==> src/rtl/tsu_pkg.sv <==
// Shared types and constants for the tx PTP egress stamper.
// State encoding, header byte offsets, event range, record type.
package tsu_pkg;

  typedef enum logic [1:0] {
    ST_IDLE  = 2'd0,
    ST_HDR   = 2'd1,
    ST_BODY  = 2'd2,
    ST_DRAIN = 2'd3
  } tsu_state_e;

  localparam logic [5:0] OFF_ETYPE  = 6'd12;
  localparam logic [5:0] OFF_MSG    = 6'd14;
  localparam logic [5:0] OFF_SEQ    = 6'd44;
  localparam logic [5:0] VLAN_SHIFT = 6'd4;
  localparam logic [5:0] IDX_MAX    = 6'd63;

  // Event messages are 0x0..0x3; the range starts at zero.
  localparam logic [3:0] MSG_EVENT_MAX = 4'h3;

  typedef struct packed {
    logic [63:0] ts;
    logic [15:0] seq_id;
    logic [3:0]  msg_type;
  } ts_rec_t;

  function automatic logic is_event_msg(
    input logic [3:0] m
  );
    return m <= MSG_EVENT_MAX;
  endfunction

endpackage

==> src/rtl/tsu_tx_ptp_stamper_if.sv <==
// Stream and timestamp-record bundle of the tx PTP stamper.
// slave: stamper view; master: client/MAC/consumer view.
interface tsu_tx_ptp_stamper_if;

  logic        mac_axis_tvalid;
  logic [7:0]  mac_axis_tdata;
  logic        mac_axis_tlast;
  logic        mac_axis_tready;

  logic        mac_axis_out_tvalid;
  logic [7:0]  mac_axis_out_tdata;
  logic        mac_axis_out_tlast;
  logic        mac_axis_out_tready;

  logic        ts_tvalid;
  logic        ts_tready;
  logic [63:0] ts_tdata;
  logic [15:0] ts_seq_id;
  logic [3:0]  ts_msg_type;
  logic [15:0] ts_overflow_cnt;

  modport slave (
    input  mac_axis_tvalid,
    input  mac_axis_tdata,
    input  mac_axis_tlast,
    input  mac_axis_tready,
    output mac_axis_out_tvalid,
    output mac_axis_out_tdata,
    output mac_axis_out_tlast,
    output mac_axis_out_tready,
    output ts_tvalid,
    input  ts_tready,
    output ts_tdata,
    output ts_seq_id,
    output ts_msg_type,
    output ts_overflow_cnt
  );

  modport master (
    output mac_axis_tvalid,
    output mac_axis_tdata,
    output mac_axis_tlast,
    output mac_axis_tready,
    input  mac_axis_out_tvalid,
    input  mac_axis_out_tdata,
    input  mac_axis_out_tlast,
    input  mac_axis_out_tready,
    input  ts_tvalid,
    output ts_tready,
    input  ts_tdata,
    input  ts_seq_id,
    input  ts_msg_type,
    input  ts_overflow_cnt
  );

endinterface

==> src/rtl/tsu_tx_ptp_stamper_ts_slot.sv <==
// Single-entry valid/ready timestamp record register.
// push/push_rec in; valid/rec out, popped by pop_ready; ovf_cnt counts drops.
module tsu_ts_slot
  import tsu_pkg::*;
(
  input  logic        clk,
  input  logic        rst_n,
  input  logic        push,
  input  ts_rec_t     push_rec,
  input  logic        pop_ready,
  output logic        valid,
  output ts_rec_t     rec,
  output logic [15:0] ovf_cnt
);

  logic        valid_q, valid_d;
  ts_rec_t     rec_q, rec_d;
  logic [15:0] ovf_q, ovf_d;
  logic        pop;

  assign pop = valid_q & pop_ready;

  // A pop in the push cycle frees the slot for the new record.
  always_comb begin
    valid_d = valid_q;
    rec_d   = rec_q;
    ovf_d   = ovf_q;
    if (push) begin
      if (!valid_q || pop) begin
        valid_d = 1'b1;
        rec_d   = push_rec;
      end else if (ovf_q != 16'hFFFF) begin
        ovf_d = ovf_q + 16'd1;
      end
    end else if (pop) begin
      valid_d = 1'b0;
    end
  end

  always_ff @(posedge clk or negedge rst_n) begin
    if (!rst_n) begin
      valid_q <= 1'b0;
      rec_q   <= '0;
      ovf_q   <= '0;
    end else begin
      valid_q <= valid_d;
      rec_q   <= rec_d;
      ovf_q   <= ovf_d;
    end
  end

  assign valid   = valid_q;
  assign rec     = rec_q;
  assign ovf_cnt = ovf_q;

endmodule

==> src/rtl/tsu_tx_ptp_stamper.sv <==
// Tx PTP egress stamper: zero-latency stream tap that stamps event frames.
// Ports: aclk/resetn, rtc_timer_in, bus (stream in/out, ts record out).
module tsu_tx_ptp_stamper
  import tsu_pkg::*;
#(
  parameter logic [15:0] PTP_ETHERTYPE = 16'h88F7,
  parameter logic [15:0] VLAN_TPID     = 16'h8100,
  parameter logic [63:0] TS_ADJ        = 64'd0
) (
  input  logic                       mac_axis_aclk,
  input  logic                       mac_axis_resetn,
  input  logic [63:0]                rtc_timer_in,
  tsu_tx_ptp_stamper_if.slave        bus
);

  tsu_state_e  state_q, state_d;
  logic [5:0]  idx_q, idx_d;
  logic [63:0] ts_cap_q, ts_cap_d;
  logic [15:0] etype_q, etype_d;
  logic        vlan_q, vlan_d;
  logic [3:0]  msg_q, msg_d;
  logic [7:0]  seq_hi_q, seq_hi_d;
  logic        fresh_q;

  logic        hs;
  logic        tlast;
  logic [7:0]  tdata;
  logic [5:0]  off;
  logic        at_et_hi, at_et_lo;
  logic        at_msg, at_seq_hi, at_seq_lo;
  logic [15:0] etype_now;
  logic        tag_seen, non_ptp;
  logic        push;
  ts_rec_t     push_rec, slot_rec;
  logic        slot_valid;
  logic [15:0] slot_ovf;

  assign bus.mac_axis_out_tvalid = bus.mac_axis_tvalid;
  assign bus.mac_axis_out_tdata  = bus.mac_axis_tdata;
  assign bus.mac_axis_out_tlast  = bus.mac_axis_tlast;
  assign bus.mac_axis_out_tready = bus.mac_axis_tready;

  assign hs    = bus.mac_axis_tvalid & bus.mac_axis_tready;
  assign tlast = bus.mac_axis_tlast;
  assign tdata = bus.mac_axis_tdata;

  assign off       = vlan_q ? VLAN_SHIFT : 6'd0;
  assign at_et_hi  = idx_q == OFF_ETYPE + off;
  assign at_et_lo  = idx_q == OFF_ETYPE + off + 6'd1;
  assign at_msg    = idx_q == OFF_MSG + off;
  assign at_seq_hi = idx_q == OFF_SEQ + off;
  assign at_seq_lo = idx_q == OFF_SEQ + off + 6'd1;

  // Ethertype is resolved on its low byte; a tag defers it 4 bytes.
  assign etype_now = {etype_q[15:8], tdata};
  assign tag_seen  = at_et_lo & ~vlan_q
                   & (etype_now == VLAN_TPID);
  assign non_ptp   = at_et_lo & ~tag_seen
                   & (etype_now != PTP_ETHERTYPE);

  always_ff @(posedge mac_axis_aclk or negedge mac_axis_resetn) begin
    if (!mac_axis_resetn) begin
      state_q <= ST_IDLE;
      fresh_q <= 1'b1;
    end else begin
      state_q <= state_d;
      fresh_q <= 1'b0;
    end
  end

  // Traffic seen on the first clock after reset may be mid-frame.
  always_comb begin
    state_d = state_q;
    unique case (state_q)
      ST_IDLE: begin
        if (fresh_q && bus.mac_axis_tvalid) begin
          if (!(hs && tlast)) state_d = ST_DRAIN;
        end else if (hs && !tlast) begin
          state_d = ST_HDR;
        end
      end
      ST_HDR: begin
        if (hs) begin
          if (tlast) state_d = ST_IDLE;
          else if (at_seq_lo || non_ptp) state_d = ST_BODY;
        end
      end
      ST_BODY, ST_DRAIN: begin
        if (hs && tlast) state_d = ST_IDLE;
      end
    endcase
  end

  always_comb begin
    idx_d    = idx_q;
    ts_cap_d = ts_cap_q;
    etype_d  = etype_q;
    vlan_d   = vlan_q;
    msg_d    = msg_q;
    seq_hi_d = seq_hi_q;
    push     = 1'b0;
    if (hs) begin
      unique case (state_q)
        ST_IDLE: begin
          if (!fresh_q) begin
            idx_d    = 6'd1;
            ts_cap_d = rtc_timer_in + TS_ADJ;
            etype_d  = '0;
            vlan_d   = 1'b0;
            msg_d    = '0;
            seq_hi_d = '0;
          end
        end
        ST_HDR: begin
          if (idx_q != IDX_MAX) idx_d = idx_q + 6'd1;
          if (at_et_hi) etype_d[15:8] = tdata;
          if (at_et_lo) begin
            etype_d[7:0] = tdata;
            vlan_d       = vlan_q | tag_seen;
          end
          if (at_msg)    msg_d    = tdata[3:0];
          if (at_seq_hi) seq_hi_d = tdata;
          push = at_seq_lo
               & (etype_q == PTP_ETHERTYPE)
               & is_event_msg(msg_q);
        end
        default: ;
      endcase
    end
  end

  always_ff @(posedge mac_axis_aclk or negedge mac_axis_resetn) begin
    if (!mac_axis_resetn) begin
      idx_q    <= '0;
      ts_cap_q <= '0;
      etype_q  <= '0;
      vlan_q   <= 1'b0;
      msg_q    <= '0;
      seq_hi_q <= '0;
    end else begin
      idx_q    <= idx_d;
      ts_cap_q <= ts_cap_d;
      etype_q  <= etype_d;
      vlan_q   <= vlan_d;
      msg_q    <= msg_d;
      seq_hi_q <= seq_hi_d;
    end
  end

  assign push_rec.ts       = ts_cap_q;
  assign push_rec.seq_id   = {seq_hi_q, tdata};
  assign push_rec.msg_type = msg_q;

  tsu_ts_slot u_slot (
    .clk       (mac_axis_aclk),
    .rst_n     (mac_axis_resetn),
    .push      (push),
    .push_rec  (push_rec),
    .pop_ready (bus.ts_tready),
    .valid     (slot_valid),
    .rec       (slot_rec),
    .ovf_cnt   (slot_ovf)
  );

  assign bus.ts_tvalid       = slot_valid;
  assign bus.ts_tdata        = slot_rec.ts;
  assign bus.ts_seq_id       = slot_rec.seq_id;
  assign bus.ts_msg_type     = slot_rec.msg_type;
  assign bus.ts_overflow_cnt = slot_ovf;

endmodule

==> src/flat_wrapper.sv <==
// flat-port wrapper written by rule: the top's interface ports become plain ports
module tsu_tx_ptp_stamper_flat import tsu_pkg::*;
#(
  parameter logic [15:0] PTP_ETHERTYPE = 16'h88F7,
  parameter logic [15:0] VLAN_TPID     = 16'h8100,
  parameter logic [63:0] TS_ADJ        = 64'd0
)
  (mac_axis_aclk, mac_axis_resetn, rtc_timer_in, bus_mac_axis_tvalid, bus_mac_axis_tdata, bus_mac_axis_tlast, bus_mac_axis_tready, bus_mac_axis_out_tvalid, bus_mac_axis_out_tdata, bus_mac_axis_out_tlast, bus_mac_axis_out_tready, bus_ts_tvalid, bus_ts_tready, bus_ts_tdata, bus_ts_seq_id, bus_ts_msg_type, bus_ts_overflow_cnt);
  tsu_tx_ptp_stamper_if bus_i ();
  input  logic mac_axis_aclk;
  input  logic mac_axis_resetn;
  input  logic [63:0] rtc_timer_in;
  input wire logic [$bits(bus_i.mac_axis_tvalid)-1:0] bus_mac_axis_tvalid;
  input wire logic [$bits(bus_i.mac_axis_tdata)-1:0] bus_mac_axis_tdata;
  input wire logic [$bits(bus_i.mac_axis_tlast)-1:0] bus_mac_axis_tlast;
  input wire logic [$bits(bus_i.mac_axis_tready)-1:0] bus_mac_axis_tready;
  output wire logic [$bits(bus_i.mac_axis_out_tvalid)-1:0] bus_mac_axis_out_tvalid;
  output wire logic [$bits(bus_i.mac_axis_out_tdata)-1:0] bus_mac_axis_out_tdata;
  output wire logic [$bits(bus_i.mac_axis_out_tlast)-1:0] bus_mac_axis_out_tlast;
  output wire logic [$bits(bus_i.mac_axis_out_tready)-1:0] bus_mac_axis_out_tready;
  output wire logic [$bits(bus_i.ts_tvalid)-1:0] bus_ts_tvalid;
  input wire logic [$bits(bus_i.ts_tready)-1:0] bus_ts_tready;
  output wire logic [$bits(bus_i.ts_tdata)-1:0] bus_ts_tdata;
  output wire logic [$bits(bus_i.ts_seq_id)-1:0] bus_ts_seq_id;
  output wire logic [$bits(bus_i.ts_msg_type)-1:0] bus_ts_msg_type;
  output wire logic [$bits(bus_i.ts_overflow_cnt)-1:0] bus_ts_overflow_cnt;
  assign bus_i.mac_axis_tvalid = bus_mac_axis_tvalid;
  assign bus_i.mac_axis_tdata = bus_mac_axis_tdata;
  assign bus_i.mac_axis_tlast = bus_mac_axis_tlast;
  assign bus_i.mac_axis_tready = bus_mac_axis_tready;
  assign bus_mac_axis_out_tvalid = bus_i.mac_axis_out_tvalid;
  assign bus_mac_axis_out_tdata = bus_i.mac_axis_out_tdata;
  assign bus_mac_axis_out_tlast = bus_i.mac_axis_out_tlast;
  assign bus_mac_axis_out_tready = bus_i.mac_axis_out_tready;
  assign bus_ts_tvalid = bus_i.ts_tvalid;
  assign bus_i.ts_tready = bus_ts_tready;
  assign bus_ts_tdata = bus_i.ts_tdata;
  assign bus_ts_seq_id = bus_i.ts_seq_id;
  assign bus_ts_msg_type = bus_i.ts_msg_type;
  assign bus_ts_overflow_cnt = bus_i.ts_overflow_cnt;
  tsu_tx_ptp_stamper #(.PTP_ETHERTYPE(PTP_ETHERTYPE), .VLAN_TPID(VLAN_TPID), .TS_ADJ(TS_ADJ)) u_core (.mac_axis_aclk(mac_axis_aclk), .mac_axis_resetn(mac_axis_resetn), .rtc_timer_in(rtc_timer_in), .bus(bus_i));
endmodule
==> config.mk <==
export PLATFORM = sky130hd
export DESIGN_NAME = tsu_tx_ptp_stamper_flat
export DESIGN_NICKNAME = d
export VERILOG_FILES = /design/src/rtl/tsu_pkg.sv /design/src/rtl/tsu_tx_ptp_stamper_if.sv /design/src/rtl/tsu_tx_ptp_stamper_ts_slot.sv /design/src/rtl/tsu_tx_ptp_stamper.sv /design/src/flat_wrapper.sv
export SDC_FILE = /design/constraint.sdc
export NUM_CORES = 1
export LEC_CHECK = 0
export CORE_UTILIZATION = 50
export DETAILED_ROUTE_END_ITERATION = 8
export PLACE_DENSITY_LB_ADDON = 0.2
export SETUP_SLACK_MARGIN = 0.02
export SLEW_MARGIN = 20
export SYNTH_ARGS = -nofsm -noshare
export SYNTH_HDL_FRONTEND = slang
export SYNTH_HIERARCHICAL = 1
export SYNTH_SLANG_ARGS = --single-unit
==> constraint.sdc <==
create_clock -name mac_axis_aclk -period 2.9 [get_ports mac_axis_aclk]
set_input_delay 0.29 -clock mac_axis_aclk [delete_from_list [all_inputs] [get_ports mac_axis_aclk]]
set_output_delay 0.29 -clock mac_axis_aclk [all_outputs]
set_load 0.005 [all_outputs]
==> flow_summary.ini <==
[worst_setup_path]
timing.critical_path.cells = nand2_1 -> o31ai_2 -> nand2_1 -> nor4_1 -> buf_4 -> and3b_1 -> and3_1 -> nand4_1 -> xnor2_1
cp_slowest_stage_delay_ns = 0.42
critPathTopFamily = simple AND/OR/NAND/NOR gates
critPathBufInv = 1
worst_setup_path_startpoint = u_core/idx_q[2]
path_max_fanout = 5
crit_type = flop to flop
arrival_ns = 2.86
timing.critical_path.from_type = flop
r2r_cells = 9
timing.critical_path.to_type = flop
cpMostUsedCell = nand2_1
cp.depth = 9
worstReg2RegStart = u_core/idx_q[2]
crit_path_top_delay_cell = dfrtp_1
critical_path_required_ns = 3.27

[sta]
final.period_utilization_pct = 85.98
final_worst_path_setup_slack_ns = 0.4066
drv_slew = 0
rsz_0062_raised_after_global_routing = false
post-route-min-period_ns = 2.493
finalClockSkew_ns = 0.009924
fmax_mhz = 401.1
timing.slew.headroom_pct = 56.96
hold_viol = 0
timing_worst_slew_pin_value_ns = 0.6456
fin_setup_tns_ns = 0
finalSetupViolations = 0

[global_route]
largest_net_degree_at_the_start_of_global_routing = 82
top_usage_layer = met2
via_count_of_the_first_global_routing_pass = 6352
track_usage_pct = 22.64
globalRoute.totalOverflow = 0
groute.layer.met1.usage_pct = 29.14
grt_pass1_wl_um = 31840
grt.met2_usage_pct = 39.04
grt_use_met3_pct = 3.345
antenna_found_initial = 0

[power]
netSwitchingPower_uw = 1968
netSwitchingFraction_pct = 26.14
static-leakage-power_uw = 0.005398
total_power_uw = 7528
internal_power_uw = 5560
power.ir.vdd_worst_uv = 446.3
pwr-share-clk_pct = 36.1
power.share.sequential_pct = 49.8
pwr-share-comb_pct = 14.1
power_density_mw_per_mm2 = 669.8

[route]
postRouteAntennaNets = 0
wl_per_cell_um = 16.52
drc_errors = 0
vias_per_cell = 5.209
detail_route.wirelength_um = 19040
drt-initial-drc-count = 415
total_number_of_vias = 6006
drt-pass1-iter-count = 5

[synthesis]
synth.top_cells.by_area = dfrtp_1 (60%), mux2_2 (11%), nand2_1 (10%)
avgSynthCellArea_um2 = 11.43
area_fraction_of_the_dominant_cell_type_after_synthesis_pct = 59.85
netlist_area_mm2 = 0.008446
synth_top_area_cell = dfrtp_1
sequential_to_total_area_share_from_yosys_stat_pct = 60.16
synth_async_sr_flop_share_pct = 100.0
synth.net_count = 822
postSynthRegisterBits = 203
synth_cells = 739
synth_edf_count = 0
synth-warning-count = 6
synth_cell_type_count = 54
synth_ff_type = dfrtp_1

[layout]
nNetsFinal = 1004
post_synthesis_to_final_layout_area_growth_pct = 33.08
layout-drive-gt1-share_pct = 15.86
n_fill_cell = 1224
fin_util_pct = 68.02
n_antenna_cell = 0

[clock_tree]
clkLatencyLatePin_ns = 0.49
clock-sinks = 203
numCtsBuffers = 22
cts_setup_buffers = 0
clk_root_buffer_cell = clkbuf_16
clockBufferDepth = 3
tritoncts_clock_tree = done
cts_htree_levels = 1
post_cts_resize_count = 0
ctsHoldBuffers = 1
clkSlewWorstSetupHoldPaths_ns = 0.06

[placement]
dpl.hpwl_um = 12980
pre_cts_ws_ns = 0.2964
place.gp.congestion = 0.8415
port_buffers = 189

[die]
top_level_ports = 190
die_area_mm2 = 0.01741
initial_core_utilization_pct = 51.11
fp.coreArea_mm2 = 0.01652
floorplan.rows = 47
die_width_um = 132.0
fp.dieH_um = 132.0

[run]
max_cap_violations = 0

[worst_hold_path]
hold-path-cell-count = 3
hp-class = input port to flop
hp-start = rtc_timer_in[49]

[status]
status = finished clean
[layer usage]
metal,vias up,part of all wire [%],wire [µm]
met1,2952,42,8020
met2,194,50,9573
met4,0,2.5,476
met3,41,5.1,972
met5,-,0,0
li1,2819,-,-
[through the flow]
| stage | instance area (µm²) | instances | hold WS, ns |
|---|---|---|---|
| after global routing | 11240 | 1153 | 0.3208 |
| after floorplan | 8446 | 739 | -0.005591 |
| after detailed placement | 10510 | 1116 | 0.3715 |
| after CTS | 11240 | 1153 | 0.3138 |
| final | 11240 | 1153 | 0.3283 |
| after global placement | 10510 | 1116 | 0.3616 |
[final timing paths]
check / slack [ns] / end
setup reg to reg: 0.41 / u_core/u_slot/ovf_cnt[7]
max in group asynchronous: 1.72 / u_core/ts_cap_q[30]
hold / removal: 0.33 / u_core/ts_cap_q[49]
setup / recovery: 0.41 / u_core/u_slot/ovf_cnt[7]
min in group asynchronous: 0.41 / u_core/ts_cap_q[10]
hold reg to reg: 0.47 / u_core/ts_cap_q[52]
[worst reg2reg max path, delay by kind of cell, from the launching register on]
family | cells | cell delay (ns)
simple gates | 6 | 1.23
flops | 1 | 0.42
compound gates | 1 | 0.36
buf+inv | 1 | 0.21
xor+xnor | 1 | 0.15
[kinds of logic after synthesis]
| kind of cell | share of synthesized area, % |
|---|---|
| adder cells (fa/ha/maj) | 0.7407 |
| flip-flops | 60.16 |
| AND/OR/NAND/NOR | 17.51 |
| XOR/XNOR | 1.348 |
| other | 0.04440 |
| AO/OA/AOI/OAI | 3.022 |
| buffers and inverters | 3.585 |
| multiplexers | 13.59 |
[Yosys cell counts (5+ instances only)]
cell	instances
dfrtp_1	202
mux2_2	84
nand3_1	24
mux2i_1	16
inv_1	11
buf_2	17
nor2_1	9
o21ai_0	13
nand2_1	232
a31oi_1	6
clkbuf_1	10
nand4_1	9
xnor2_1	9
buf_4	17
ha_1	5
[area by class of cell]
cell class	count	area, µm²	area share, %
clock buffers	34	686.9	6.112
clock inverters	2	35.03	0.3117
well taps	220	275.3	2.449
inverters	11	41.29	0.3674
repair buffers	203	2041	18.16
flip-flops and latches	203	5081	45.21
multi-input cells	480	3079	27.40
[cell usage in the layout (no fill, tap or decap), types with 5 or more instances in the layout]
cell type | netlist | routed
nor2_1 | 9 | 9
dfrtp_1 | 202 | 202
mux2_2 | 84 | 84
o21ai_0 | 13 | 13
clkdlybuf4s50_1 | 0 | 188
mux2i_1 | 16 | 16
nand2_1 | 232 | 231
inv_1 | 11 | 11
nand3_1 | 24 | 24
a31oi_1 | 6 | 6
nand4_1 | 9 | 9
buf_4 | 17 | 10
ha_1 | 5 | 5
clkbuf_16 | 0 | 23
clkbuf_8 | 0 | 8
xnor2_1 | 9 | 9
[flip-flops by register name (all words and copies together) (netlist names)]
name                   flops
u_core/idx_q               6
u_core/ts_cap_q           64
u_core/vlan_q              1
u_core/u_slot/ovf_cnt     16
u_core/u_slot/valid        1
u_core/msg_q               4
u_core/state_q             2
u_core/etype_q            16
u_core/u_slot/rec         84
u_core/fresh_q             1
u_core/seq_hi_q            8
[power groups by stage]
stage                     clock network (µW)  registers (µW)  logic (µW)
final                                   2720            3750        1060
after global routing                    2920            3830        1210
after CTS                               2790            3750        1080
after detailed placement                   0            3790        1060
after global placement                     0            3730         999
after floorplan                            0            3680         702
No activity file was read; power rests on OpenSTA's default activity.
